## src/rtl/mbist_addr_seq_if.sv

```systemverilog
// Command/config/address bundle between the MBIST march controller (master)
// and the 2-D address sequencer (slave). Optional BIST_ADDR_CMPL_EN adds addr_cmpl_en.
interface mbist_addr_seq_if #(
  parameter int pROW_BITS = 3,
  parameter int pCOL_BITS = 2
);
  localparam int pADDR_WIDTH = pROW_BITS + pCOL_BITS;

  // Commands are single-cycle strobes with no ready: the sequencer accepts
  // whatever is asserted at every rising bist_clk, highest priority wins.
  logic [pROW_BITS-1:0]   cfg_row_max;
  logic [pCOL_BITS-1:0]   cfg_col_max;
  logic                   cfg_fast_row;
  logic                   addr_clr_en;
  logic                   addr_ld_max_en;
  logic                   addr_up_en;
  logic                   addr_dn_en;
`ifdef BIST_ADDR_CMPL_EN
  logic                   addr_cmpl_en;
`endif
  logic [pADDR_WIDTH-1:0] bist_addr;
  logic                   max_addr_done;
  logic                   min_addr_done;
  logic                   addr_wrap;

  modport master (
`ifdef BIST_ADDR_CMPL_EN
    output addr_cmpl_en,
`endif
    output cfg_row_max, cfg_col_max, cfg_fast_row,
    output addr_clr_en, addr_ld_max_en, addr_up_en, addr_dn_en,
    input  bist_addr, max_addr_done, min_addr_done, addr_wrap
  );

  modport slave (
`ifdef BIST_ADDR_CMPL_EN
    input  addr_cmpl_en,
`endif
    input  cfg_row_max, cfg_col_max, cfg_fast_row,
    input  addr_clr_en, addr_ld_max_en, addr_up_en, addr_dn_en,
    output bist_addr, max_addr_done, min_addr_done, addr_wrap
  );
endinterface

```

## src/rtl/mbist_addr_seq.sv

```systemverilog
// 2-D MBIST address sequencer: row/col counter with programmable limits, fast-row or
// fast-column order, up/down wrap, and a registered address. BIST_ADDR_CMPL_EN adds complement output.
module mbist_addr_seq #(
  parameter  int pROW_BITS   = 3,
  parameter  int pCOL_BITS   = 2,
  localparam int pADDR_WIDTH = pROW_BITS + pCOL_BITS
) (
  input  logic              bist_clk,
  input  logic              bist_rst_n,
  mbist_addr_seq_if.slave   bus
);

  logic [pROW_BITS-1:0]   row_cnt, row_max, row_nx;
  logic [pCOL_BITS-1:0]   col_cnt, col_max, col_nx;
  logic                   fast_row;
  logic                   wrap_nx, wrap_q;
  logic [pADDR_WIDTH-1:0] addr_q;
  logic                   addr_wrap_q;
  logic                   any_cmd;

  assign any_cmd = bus.addr_clr_en | bus.addr_ld_max_en | bus.addr_up_en | bus.addr_dn_en;

  // Next counter value; the inner field is col in fast-column order, row in fast-row order.
  always_comb begin
    row_nx  = row_cnt;
    col_nx  = col_cnt;
    wrap_nx = 1'b0;
    if (bus.addr_clr_en) begin
      row_nx = '0;
      col_nx = '0;
    end else if (bus.addr_ld_max_en) begin
      row_nx = row_max;
      col_nx = col_max;
    end else if (bus.addr_up_en) begin
      if (!fast_row) begin
        if (col_cnt < col_max) begin
          col_nx = col_cnt + pCOL_BITS'(1);
        end else begin
          col_nx = '0;
          if (row_cnt < row_max) row_nx = row_cnt + pROW_BITS'(1);
          else begin
            row_nx  = '0;
            wrap_nx = 1'b1;
          end
        end
      end else begin
        if (row_cnt < row_max) begin
          row_nx = row_cnt + pROW_BITS'(1);
        end else begin
          row_nx = '0;
          if (col_cnt < col_max) col_nx = col_cnt + pCOL_BITS'(1);
          else begin
            col_nx  = '0;
            wrap_nx = 1'b1;
          end
        end
      end
    end else if (bus.addr_dn_en) begin
      if (!fast_row) begin
        if (col_cnt > '0) begin
          col_nx = col_cnt - pCOL_BITS'(1);
        end else begin
          col_nx = col_max;
          if (row_cnt > '0) row_nx = row_cnt - pROW_BITS'(1);
          else begin
            row_nx  = row_max;
            wrap_nx = 1'b1;
          end
        end
      end else begin
        if (row_cnt > '0) begin
          row_nx = row_cnt - pROW_BITS'(1);
        end else begin
          row_nx = row_max;
          if (col_cnt > '0) col_nx = col_cnt - pCOL_BITS'(1);
          else begin
            col_nx  = col_max;
            wrap_nx = 1'b1;
          end
        end
      end
    end
  end

  always_ff @(posedge bist_clk or negedge bist_rst_n) begin
    if (!bist_rst_n) begin
      row_cnt  <= '0;
      col_cnt  <= '0;
      row_max  <= '1;
      col_max  <= '1;
      fast_row <= 1'b0;
      wrap_q   <= 1'b0;
    end else begin
      row_cnt <= row_nx;
      col_cnt <= col_nx;
      wrap_q  <= wrap_nx;
      if (bus.addr_clr_en) begin
        row_max  <= bus.cfg_row_max;
        col_max  <= bus.cfg_col_max;
        fast_row <= bus.cfg_fast_row;
      end
    end
  end

`ifdef BIST_ADDR_CMPL_EN
  // Complement select is captured with the command so it travels with the counter value.
  logic cmpl_q;

  always_ff @(posedge bist_clk or negedge bist_rst_n) begin
    if (!bist_rst_n)  cmpl_q <= 1'b0;
    else if (any_cmd) cmpl_q <= bus.addr_cmpl_en;
  end

  always_ff @(posedge bist_clk or negedge bist_rst_n) begin
    if (!bist_rst_n) begin
      addr_q      <= '0;
      addr_wrap_q <= 1'b0;
    end else begin
      addr_q      <= cmpl_q ? {row_max - row_cnt, col_max - col_cnt} : {row_cnt, col_cnt};
      addr_wrap_q <= wrap_q;
    end
  end
`else
  always_ff @(posedge bist_clk or negedge bist_rst_n) begin
    if (!bist_rst_n) begin
      addr_q      <= '0;
      addr_wrap_q <= 1'b0;
    end else begin
      addr_q      <= {row_cnt, col_cnt};
      addr_wrap_q <= wrap_q;
    end
  end

  logic unused_any_cmd;
  assign unused_any_cmd = any_cmd;
`endif

  assign bus.bist_addr     = addr_q;
  assign bus.addr_wrap     = addr_wrap_q;
  assign bus.max_addr_done = (row_cnt == row_max) && (col_cnt == col_max);
  assign bus.min_addr_done = (row_cnt == '0) && (col_cnt == '0);

endmodule

```

## src/flat_wrapper.sv

```systemverilog
// flat-port wrapper written by rule: the top's interface ports become plain ports
module mbist_addr_seq_flat 
#(
  parameter  int pROW_BITS   = 3,
  parameter  int pCOL_BITS   = 2,
  localparam int pADDR_WIDTH = pROW_BITS + pCOL_BITS
)
  (bist_clk, bist_rst_n, bus_cfg_row_max, bus_cfg_col_max, bus_cfg_fast_row, bus_addr_clr_en, bus_addr_ld_max_en, bus_addr_up_en, bus_addr_dn_en, bus_bist_addr, bus_max_addr_done, bus_min_addr_done, bus_addr_wrap);
  mbist_addr_seq_if #(.pROW_BITS(pROW_BITS), .pCOL_BITS(pCOL_BITS)) bus_i ();
  input  logic bist_clk;
  input  logic bist_rst_n;
  input wire logic [$bits(bus_i.cfg_row_max)-1:0] bus_cfg_row_max;
  input wire logic [$bits(bus_i.cfg_col_max)-1:0] bus_cfg_col_max;
  input wire logic [$bits(bus_i.cfg_fast_row)-1:0] bus_cfg_fast_row;
  input wire logic [$bits(bus_i.addr_clr_en)-1:0] bus_addr_clr_en;
  input wire logic [$bits(bus_i.addr_ld_max_en)-1:0] bus_addr_ld_max_en;
  input wire logic [$bits(bus_i.addr_up_en)-1:0] bus_addr_up_en;
  input wire logic [$bits(bus_i.addr_dn_en)-1:0] bus_addr_dn_en;
  output wire logic [$bits(bus_i.bist_addr)-1:0] bus_bist_addr;
  output wire logic [$bits(bus_i.max_addr_done)-1:0] bus_max_addr_done;
  output wire logic [$bits(bus_i.min_addr_done)-1:0] bus_min_addr_done;
  output wire logic [$bits(bus_i.addr_wrap)-1:0] bus_addr_wrap;
  assign bus_i.cfg_row_max = bus_cfg_row_max;
  assign bus_i.cfg_col_max = bus_cfg_col_max;
  assign bus_i.cfg_fast_row = bus_cfg_fast_row;
  assign bus_i.addr_clr_en = bus_addr_clr_en;
  assign bus_i.addr_ld_max_en = bus_addr_ld_max_en;
  assign bus_i.addr_up_en = bus_addr_up_en;
  assign bus_i.addr_dn_en = bus_addr_dn_en;
  assign bus_bist_addr = bus_i.bist_addr;
  assign bus_max_addr_done = bus_i.max_addr_done;
  assign bus_min_addr_done = bus_i.min_addr_done;
  assign bus_addr_wrap = bus_i.addr_wrap;
  mbist_addr_seq #(.pROW_BITS(pROW_BITS), .pCOL_BITS(pCOL_BITS)) u_core (.bist_clk(bist_clk), .bist_rst_n(bist_rst_n), .bus(bus_i));
endmodule
```

## config.mk

```make
export PLATFORM = sky130hd
export DESIGN_NAME = mbist_addr_seq_flat
export DESIGN_NICKNAME = d
export VERILOG_FILES = /design/src/rtl/mbist_addr_seq_if.sv /design/src/rtl/mbist_addr_seq.sv /design/src/flat_wrapper.sv
export SDC_FILE = /design/constraint.sdc
export NUM_CORES = 1
export LEC_CHECK = 0
export ABC_AREA = 1
export BUFFER_PORTS_ARGS = -buffer_cell sky130_fd_sc_hd__buf_2
export CORE_ASPECT_RATIO = 0.75
export CORE_MARGIN = 1
export CORE_UTILIZATION = 40
export CTS_BUF_LIST = sky130_fd_sc_hd__clkbuf_4 sky130_fd_sc_hd__clkbuf_8 sky130_fd_sc_hd__clkbuf_16
export CTS_CLUSTER_DIAMETER = 50
export DETAILED_ROUTE_END_ITERATION = 7
export MAX_ROUTING_LAYER = met4
export PLACE_DENSITY = 0.56
export SYNTH_ARGS = -nofsm -noshare
export SYNTH_HDL_FRONTEND = slang
export SYNTH_SLANG_ARGS = --single-unit
```

## constraint.sdc

```tcl
create_clock -name bist_clk -period 3.1 [get_ports bist_clk]
set_input_delay 0.93 -clock bist_clk [delete_from_list [all_inputs] [get_ports bist_clk]]
set_output_delay 0.93 -clock bist_clk [all_outputs]
set_load 0.02 [all_outputs]
```

==> reports/metrics.csv, run 1 <==
stage,metric,value,unit
outcome,status,completed,
floorplanning,num_io_pins,20,
detailed_routing,postRouteAntennaNets,0,
critical_path,r2r_slack,1.47,ns
sta,finalHoldViolations,0,
sta,setup_viol,0,
sta,finClkSkew,0.00122,ns
sta,fin_crit,2.42,ns
detailed_routing,routed_wl,2.59,mm
logic_synthesis,synth_area_leader_cell,dfrtp_1,
flow_run,maxCapViolCount,0,
place,placed_cell_area,0.00126,mm2
critical_path,worstSetupStartpointType,register,
critical_path,reg2regPathDepth,10,
place,port_buffers,19,
final_layout,multi_input_area,579,um2
grt,grt_use_met2,0.269,
final_layout,syn_to_final_growth,17.0,%
cts,cts_resized,0,
sta,max_freq,0.414,GHz
floorplanning,die_x,63.3,um
critical_path,critPathTopFamily,flip-flops,
final_layout,n_fill_cell,295,
power,vdd_ir_drop_max,0.204,mV
grt,busiest_layer,met1,
cts,cts_sinks,18,
sta,tightest_slew,0.408,ns
critical_path,path_max_fanout,3,
cts,clock_path_buffers,2,
final_layout,drive_gt1_frac,0.234,
cts,cts_setup_buffers,0,
critical_path,end_kind,output port,
grt,antenna_found_initial,0,
detailed_routing,firstDrtPassIters,4,
critical_path,path_cells,inv_1 -> ha_1 -> nand3_1 -> nor2_1 -> buf_2,
detailed_routing,drt_iter0_markers,55,
logic_synthesis,synth_nets,175,
sta,finalSetupTns,0,ns
logic_synthesis,synth_compound_area_frac,0.0689,
cts,htreeDepth,1,
detailed_routing,drc,0,
hold_path,whs_path_depth,0,
detailed_routing,vias,992,
logic_synthesis,synth_seq_cells,18,
place,routabilityCongestion,0.866,
critical_path,critical_path.max_stage_delay,0.54,ns
floorplanning,die_area,0.00303,mm2
sta,slew_violations,0,
critical_path,r2r_start,u_core.col_max[1],
grt,grt_max_degree,19,
grt,grt_pass1_vias,836,
cts,cts_tree,done,
logic_synthesis,synthXorXnorAreaFrac,0,
cts,hold_buffers,0,
final_layout,diodes,0,
final_layout,fin_util,0.499,
logic_synthesis,synth_area_leaders,"dfrtp_1, nand2_1, dfstp_2",
grt,gr-usage-met3,0.0548,
power,p_leak,0.734,nW
sta,period_share,0.779,
logic_synthesis,synthDistinctLibCells,18,
cts,cts_root_buffer,clkbuf_8,
logic_synthesis,syn_area,0.00113,mm2
logic_synthesis,syn_avg_cell_area,7.36,um2
place,hpwl,1.98,mm
grt,use_met1,0.291,
final_layout,layout_commonest_cell,nand2_1,
grt,grt_pass1_wl,4.25,mm
floorplanning,dieHeight,48.0,um
floorplanning,rows,16,
grt,grt_overflow_total,0,
floorplanning,start_util,0.426,
critical_path,critPathKind,register to output port,
logic_synthesis,synth_top_family_by_area,simple AND/OR/NAND/NOR gates,
grt,gr-usage-all-layers,0.203,
cts,insertion_delay,0.26,ns
final_layout,finalInstanceArea,0.00132,mm2
final_layout,final_cell_mix,"nand2_1, inv_1, buf_2, nand3_1, dfrtp_1",
final_layout,fin_nets,198,
logic_synthesis,synthAdderAreaFrac,0.111,
critical_path,crit_start,u_core.col_max[1],
critical_path,arrival,1.49,ns
sta,slew_headroom,0.728,
cts,cts_buffers,3,
critical_path,path_depth,5,
logic_synthesis,synth_seq_area_share,0.406,
critical_path,r2r_end,u_core.row_cnt[0],
logic_synthesis,synth_cells,153,
hold_path,hold_path_class,register to register,
logic_synthesis,yosys.area_share.simple,0.334,
final_layout,seq_area,457,um2
cts,clkTransAtPathRegs,0.07,ns
logic_synthesis,yosysTopAreaCellShare,0.289,
detailed_routing,avgViaCountPerCell,4.70,
critical_path,crit_path_top_delay_cell,dfstp_2,
power,p_total,0.724,mW
critical_path,worstSetupEndpoint,bus_max_addr_done,
sta,rsz0062_at_grt,false,
floorplanning,coreArea,0.00264,mm2
logic_synthesis,synthMuxAreaShare,0,
detailed_routing,drt-wirelength-per-cell,12.3,um
power,powerDensity,549,mW/mm2
critical_path,cp_num_buf_inv,2,
logic_synthesis,yosys_warnings,0,
critical_path,critPathRequiredTime,2.17,ns
-- kinds of logic after synthesis --
kind of cell / after synthesis
buf+inv: 24
flops: 18
fa+ha+maj: 10
simple gates: 87
compound gates: 14
-- registers in the layout (all words and copies together), names as in the netlist --
register,count
u_core.bus.addr_wrap,1
u_core.bus.bist_addr,5
u_core.col_cnt,2
u_core.col_max,2
u_core.fast_row,1
u_core.row_cnt,3
u_core.row_max,3
u_core.wrap_q,1
-- report_power, final --
part           internal (mW)  switching (mW)
sequential             0.269          0.0260
combinational         0.0807           0.151
clock                  0.113          0.0842
-- synth_stat cells --
cell / instances
o21ai_0: 6
nor2_4: 1
a21oi_1: 4
clkbuf_1: 1
nand2_1: 53
nand3b_1: 1
inv_2: 3
ha_1: 10
dfstp_2: 5
nor2_1: 10
o21ai_1: 2
or2_0: 1
nand4_1: 1
nand2_2: 7
nand3_1: 13
a21oi_2: 2
dfrtp_1: 13
inv_1: 20
-- worst min-delay path by stage --
stage	slack, ns	startpoint	end
2_1_floorplan	0.33	u_core.wrap_q	u_core.bus.addr_wrap
3_3_place_gp	0.33	u_core.wrap_q	u_core.bus.addr_wrap
3_5_place_dp	0.35	u_core.wrap_q	u_core.bus.addr_wrap
4_1_cts	0.37	u_core.wrap_q	u_core.bus.addr_wrap
5_1_grt	0.40	u_core.wrap_q	u_core.bus.addr_wrap
6_report	0.36	u_core.wrap_q	u_core.bus.addr_wrap
-- worst reg2reg max path, delay by kind of cell, from the launching register on --
| family | cells | cell delay, ns |
|---|---|---|
| and+or+nand+nor | 7 | 0.56 |
| buffers and inverters | 2 | 0.12 |
| DFF | 1 | 0.54 |
| adders and majority gates | 1 | 0.31 |
-- routing by layer --
| layer | vias to the layer above | wire (um) |
|---|---|---|
| met5 | - | 0 |
| met4 | 0 | 24 |
| met3 | 2 | 119 |
| met2 | 23 | 998 |
| met1 | 445 | 1450 |
| li1 | 522 | - |
-- area by class of cell --
class / count / share of cell area
clock buffers: 4 / 0.0418
repair buffers: 19 / 0.0722
inverters: 23 / 0.0655
well taps: 36 / 0.0342
flip-flops and latches: 18 / 0.347
multi-input cells: 111 / 0.440
-- metrics by stage --
stage                     hold slack [ns]  setup slack, ns  cells
after global placement              0.332            0.993    207
after CTS                           0.367            0.681    211
after floorplan                     0.331            0.971    153
after detailed placement            0.348            0.974    207
final                               0.364            0.684    211
after global routing                0.401            0.589    211
(Power assumes the default switching activity.)
==> inputs of run 2 (changes only) <==
Settings changed: PLACE_DENSITY 0.56 to 0.59.
Clock period 3.1 ns to 2.1 ns, I/O delays scaled along.
==> run 2 against run 1 <==
  * Core utilization up 2.7 points
  * Wire length shrank 0.12%
  * Non-clock buffer count grew 4
  * Global-route usage is 1.1 points lower
  * Flip-flop and latch count is the same
  * Highest routed layer unchanged
==> reports/metrics.csv, run 2 (same netlist as run 1, synthesis figures left out) <==
stage,metric,value,unit,change
detailed_routing,firstDrtPassIters,4,,unchanged
grt,antenna_found_initial,0,,unchanged
sta,slew_headroom,0.718,,was 0.728
grt,grt_pass1_vias,870,,was 836
floorplanning,coreArea,0.00264,mm2,unchanged
power,comb_power_share,0.346,,was 0.319
cts,cts_buffers,3,,unchanged
cts,cts_tree,done,,unchanged
power,power_frac_clock,0.260,,was 0.273
final_layout,final_cell_mix,"nand2_1, inv_1, buf_2, nand3_1, dfrtp_1",,unchanged
detailed_routing,drc,0,,unchanged
power,p_leak,0.752,nW,was 0.734 nW
power,pwr-share-seq,0.394,,was 0.408
critical_path,critPathRequiredTime,1.47,ns,was 2.17 ns
final_layout,layout_commonest_cell,nand2_1,,unchanged
place,port_buffers,19,,unchanged
power,switching_share,0.356,,was 0.360
sta,worst_hold_slack,0.300,ns,was 0.364 ns
critical_path,arrival,1.42,ns,was 1.49 ns
sta,finClkSkew,0.00453,ns,was 0.00122 ns
sta,period_share,0.976,,
hold_path,hold_path_class,input port to asynchronous set/reset pin,,was register to register
sta,slew_violations,0,,unchanged
place,placed_cell_area,0.00126,mm2,unchanged
cts,insertion_delay,0.26,ns,about the same
place,hpwl,1.89,mm,was 1.98 mm
floorplanning,num_io_pins,20,,unchanged
cts,cts_sinks,18,,unchanged
critical_path,worstSetupStartpointType,register,,unchanged
final_layout,fin_nets,202,,was 198
floorplanning,die_area,0.00303,mm2,unchanged
floorplanning,dieHeight,48.0,um,unchanged
sta,tightest_slew,0.423,ns,was 0.408 ns
detailed_routing,drt-wirelength-per-cell,12.0,um,was 12.3 um
critical_path,path_max_fanout,3,,unchanged
power,power.switching,0.393,mW,was 0.261 mW
sta,rsz0062_at_grt,true,,was false
grt,gr-usage-all-layers,0.192,,was 0.203
power,powerDensity,794,mW/mm2,was 549 mW/mm2
cts,htreeDepth,1,,unchanged
final_layout,fin_util,0.526,,was 0.499
final_layout,drive_gt1_frac,0.296,,was 0.234
final_layout,diodes,0,,unchanged
final_layout,final_cells,215,,was 211
floorplanning,rows,16,,unchanged
place,dp_cells,207,,unchanged
final_layout,largest_reg_flops,5,,unchanged
detailed_routing,vias,1038,,was 992
place,routabilityCongestion,0.939,,was 0.866
sta,fin_crit,2.05,ns,
final_layout,finalInstanceArea,0.00139,mm2,was 0.00132 mm2
sta,setup_viol,0,,unchanged
detailed_routing,avgViaCountPerCell,4.83,,was 4.70
detailed_routing,postRouteAntennaNets,0,,unchanged
cts,clkTransAtPathRegs,0.07,ns,about the same
cts,clock_path_buffers,2,,unchanged
grt,grt_overflow_total,0,,unchanged
outcome,status,completed,,unchanged
floorplanning,start_util,0.426,,unchanged
power,vdd_ir_drop_max,0.541,mV,was 0.204 mV
sta,finalSetupTns,0,ns,unchanged
grt,grt_pass1_wl,4.14,mm,was 4.25 mm
power,p_int,0.710,mW,was 0.463 mW
detailed_routing,routed_wl,2.59,mm,about the same
final_layout,n_fill_cell,280,,was 295
critical_path,critPathKind,register to output port,,unchanged
sta,finalHoldViolations,0,,unchanged
grt,grt_max_degree,19,,unchanged
floorplanning,die_x,63.3,um,unchanged
detailed_routing,drt_iter0_markers,65,,was 55
final_layout,syn_to_final_growth,23.4,%,was 17.0%
sta,max_freq,0.488,GHz,
cts,cts_root_buffer,clkbuf_8,,unchanged
flow_run,maxCapViolCount,0,,unchanged
critical_path,end_kind,output port,,unchanged
-- run 2: cell count changes in the layout (fill, tap and decap cells not counted), sizes merged --
| cell | previous run | this run |
|---|---|---|
| buf | 19 | 23 |
-- run 2: per-layer routing --
layer	up-vias	global-route usage	part of all wire
met1	475	0.245	0.50
met3	2	0.0667	0.067
li1	529	-	-
met4	0	0.0682	0.0054
met5	-	-	0
met2	32	0.286	0.43
-- run 2: repair_timing --
| item | 4_1_cts | 5_1_grt |
|---|---|---|
| gates resized for setup | 1 | 9 |
| pin swaps | 1 | 2 |
| hold buffers | 0 | 0 |
| gates cloned | 0 | 0 |
| setup buffers | 0 | 4 |
| setup endpoints to repair | 1 | 2 |
-- run 2: worst paths after layout --
path | start | endpoint | slack, ns | cells after the start
hold / removal | bist_rst_n | u_core.bus.bist_addr[0] | 0.30 | 1
hold reg to reg | u_core.wrap_q | u_core.bus.addr_wrap | 0.35 | 0
setup reg to reg | u_core.row_max[2] | u_core.col_cnt[0] | 0.52 | 9
max in group asynchronous | bist_rst_n | u_core.row_max[1] | 1.47 | 1
min in group bist_clk | u_core.wrap_q | u_core.bus.addr_wrap | 0.35 | 0
setup / recovery | u_core.row_max[2] | bus_max_addr_done | 0.05 | 5
-- run 2: area by class of cell --
type / instances / area, um2 / area share
Clock buffer: 4 / 55.1 / 0.0396
Inverter: 23 / 86.3 / 0.0621
Multi-Input combinational cell: 111 / 614 / 0.442
Sequential cell: 18 / 458 / 0.329
Tap cell: 36 / 45.0 / 0.0324
Timing Repair Buffer: 23 / 131 / 0.0945
-- run 2: metrics by stage --
stage	setup slack [ns]	total power, mW
after floorplan	0.271	0.674
after global placement	0.282	0.770
after detailed placement	0.288	0.778
after CTS	0.00410	1.07
after global routing	-0.0256	1.18
final	0.0510	1.10
-- run 2: critical path: stages, from the launching register on --
cell and delay, ns:
dfstp_2 0.54, inv_1 0.08, ha_4 0.28, nand2_1 0.06
nor2_2 0.09, buf_6 0.12
-- run 2: power groups by stage --
| stage | combinational, mW | sequential [mW] | clock (mW) |
|---|---|---|---|
| 4_1_cts | 0.343 | 0.434 | 0.295 |
| 6_report | 0.382 | 0.434 | 0.287 |
| 3_5_place_dp | 0.339 | 0.439 | 0 |
| 5_1_grt | 0.433 | 0.441 | 0.308 |
| 3_3_place_gp | 0.331 | 0.439 | 0 |
| 2_1_floorplan | 0.222 | 0.453 | 0 |
==> inputs of run 3 (changes only) <==
Settings changed: BUFFER_PORTS_ARGS -buffer_cell sky130_fd_sc_hd__buf_2 to -buffer_cell sky130_fd_sc_hd__clkbuf_2.
==> run 3 against run 2 <==
  * Clock power grew 2%
  * Power is 1.9% higher
  * Global-route usage rose by 0.67 points
  * Sequential power increased by 2%
  * Combinational power rose by 2%
  * Largest cell class unchanged
  * Hold slack gained 0.0080 ns
==> reports/metrics.csv, run 3 (same netlist as run 1, synthesis figures left out) <==
stage,metric,value,unit,change
cts,cts_sinks,18,,unchanged
detailed_routing,drt-wirelength-per-cell,12.7,um,was 12.0 um
power,power_frac_clock,0.260,,about the same
grt,grt_pass1_vias,881,,was 870
final_layout,n_fill_cell,274,,was 280
floorplanning,die_area,0.00303,mm2,unchanged
place,placed_cell_area,0.00126,mm2,unchanged
place,hpwl,1.97,mm,was 1.89 mm
hold_path,hold_path_class,input port to asynchronous set/reset pin,,unchanged
cts,clkTransAtPathRegs,0.07,ns,about the same
sta,finalHoldViolations,0,,unchanged
sta,period_share,0.982,,was 0.976
grt,grt_max_degree,19,,unchanged
power,power.switching,0.407,mW,was 0.393 mW
critical_path,critPathRequiredTime,1.47,ns,about the same
critical_path,path_cells,inv_2 -> ha_4 -> nand3_2 -> nor2_1 -> buf_4,,was inv_1 -> ha_4 -> nand2_1 -> nor2_2 -> buf_6
grt,grt_overflow_total,0,,unchanged
detailed_routing,routed.top_layer,met4,,unchanged
place,routabilityCongestion,0.938,,was 0.939
power,powerDensity,800,mW/mm2,was 794 mW/mm2
final_layout,fin_nets,201,,was 202
floorplanning,dieHeight,48.0,um,unchanged
final_layout,diodes,0,,unchanged
power,pwr-share-seq,0.392,,was 0.394
floorplanning,die_x,63.3,um,unchanged
final_layout,syn_to_final_growth,24.8,%,was 23.4%
detailed_routing,avgViaCountPerCell,4.93,,was 4.83
critical_path,crit_path_top_delay_cell,dfstp_2,,unchanged
cts,insertion_delay,0.26,ns,about the same
detailed_routing,wl_met3,184,um,was 174 um
critical_path,critical_path.max_stage_delay,0.54,ns,about the same
sta,finClkSkew,0.000936,ns,was 0.00453 ns
sta,tightest_slew,0.466,ns,was 0.423 ns
grt,grt_pass1_wl,4.22,mm,was 4.14 mm
sta,slew_headroom,0.690,,was 0.718
floorplanning,coreArea,0.00264,mm2,unchanged
power,p_int,0.718,mW,was 0.710 mW
detailed_routing,postRouteAntennaNets,0,,unchanged
floorplanning,rows,16,,unchanged
outcome,status,completed,,unchanged
cts,cts_tree,done,,unchanged
floorplanning,start_util,0.426,,unchanged
cts,htreeDepth,1,,unchanged
detailed_routing,wl_met2,1.16,mm,was 1.11 mm
cts,cts_buffers,3,,unchanged
detailed_routing,firstDrtPassIters,4,,unchanged
cts,cts_root_buffer,clkbuf_8,,unchanged
final_layout,drive_gt1_frac,0.315,,was 0.296
final_layout,fin_util,0.532,,was 0.526
detailed_routing,met1_length,1.34,mm,was 1.29 mm
power,vdd_ir_drop_max,0.491,mV,was 0.541 mV
critical_path,worstSetupStartpointType,register,,unchanged
sta,fin_crit,2.06,ns,was 2.05 ns
sta,setup_viol,0,,unchanged
critical_path,r2r_slack,0.56,ns,was 0.52 ns
critical_path,end_kind,output port,,unchanged
cts,hold_buffers,0,,unchanged
final_layout,largest_reg_flops,5,,unchanged
critical_path,path_max_fanout,3,,unchanged
final_layout,finalInstanceArea,0.00141,mm2,was 0.00139 mm2
grt,gr-usage-all-layers,0.199,,was 0.192
final_layout,seq_area,459,um2,was 458 um2
cts,clock_path_buffers,2,,unchanged
power,switching_share,0.362,,was 0.356
sta,slew_violations,0,,unchanged
detailed_routing,drc,0,,unchanged
power,p_leak,0.744,nW,was 0.752 nW
sta,worst_hold_slack,0.308,ns,was 0.300 ns
final_layout,layout_commonest_cell,nand2_1,,unchanged
critical_path,arrival,1.43,ns,was 1.42 ns
power,comb_power_share,0.347,,was 0.346
place,port_buffers,19,,unchanged
detailed_routing,vias,1054,,was 1038
detailed_routing,routed_wl,2.71,mm,was 2.59 mm
final_layout,multi_input_area,637,um2,was 614 um2
final_layout,final_cell_mix,"nand2_1, clkbuf_2, inv_1, nand3_1, dfrtp_1",,"was nand2_1, inv_1, buf_2, nand3_1, dfrtp_1"
floorplanning,num_io_pins,20,,unchanged
critical_path,critPathKind,register to output port,,unchanged
sta,max_freq,0.485,GHz,was 0.488 GHz
flow_run,maxCapViolCount,0,,unchanged
grt,antenna_found_initial,0,,unchanged
detailed_routing,drt_iter0_markers,97,,was 65
==> run 3: per-stage QoR <==
stage | TNS [ns] | power (mW) | worst slack (ns) | cells
floorplan | 0 | 0.674 | 0.271 | 153
global placement | 0 | 0.770 | 0.267 | 207
detailed placement | 0 | 0.780 | 0.265 | 207
CTS | 0 | 1.09 | 0.00442 | 211
global route | -0.0235 | 1.21 | -0.0235 | 214
finish | 0 | 1.12 | 0.0387 | 214
==> run 3: per-layer routing <==
layer,GRT usage,vias up
met5,-,-
met4,0.0591,0
met3,0.0619,4
met2,0.299,34
met1,0.259,487
li1,-,529
==> run 3: power groups by stage <==
| stage | clock network, mW | logic, mW | registers (mW) |
|---|---|---|---|
| 3_5_place_dp | 0 | 0.340 | 0.440 |
| 6_report | 0.293 | 0.391 | 0.441 |
| 2_1_floorplan | 0 | 0.222 | 0.453 |
| 4_1_cts | 0.300 | 0.352 | 0.437 |
| 3_3_place_gp | 0 | 0.331 | 0.439 |
| 5_1_grt | 0.314 | 0.444 | 0.447 |
==> run 3: area by class of cell <==
cell class,count,area share
multi-input cells,111,0.453
well taps,36,0.0321
inverters,23,0.0614
clock buffers,4,0.0392
repair buffers,22,0.0873
flip-flops and latches,18,0.327
==> run 3: critical path: cells and delay by family (launching register included) <==
family | cells | cell delay (ns)
and+or+nand+nor | 2 | 0.17
buffers and inverters | 2 | 0.20
adders and majority gates | 1 | 0.26
DFF | 1 | 0.54
==> run 3: worst paths after layout <==
kind / end / startpoint / cells after the start
setup / recovery: bus_max_addr_done / u_core.col_max[1] / 5
hold / removal: u_core.bus.addr_wrap / bist_rst_n / 1
setup reg to reg: u_core.col_cnt[0] / u_core.row_max[1] / 9
hold reg to reg: u_core.bus.addr_wrap / u_core.wrap_q / 0
max in group asynchronous: u_core.row_cnt[1] / bist_rst_n / 1
min in group bist_clk: u_core.bus.addr_wrap / u_core.wrap_q / 0
==> run 3: timing repair <==
item                       4_1_cts  5_1_grt
buffers inserted                 0        3
pin swaps                        1        2
gates resized for setup          5       12
gates cloned                     0        0
setup endpoints to repair        2        2
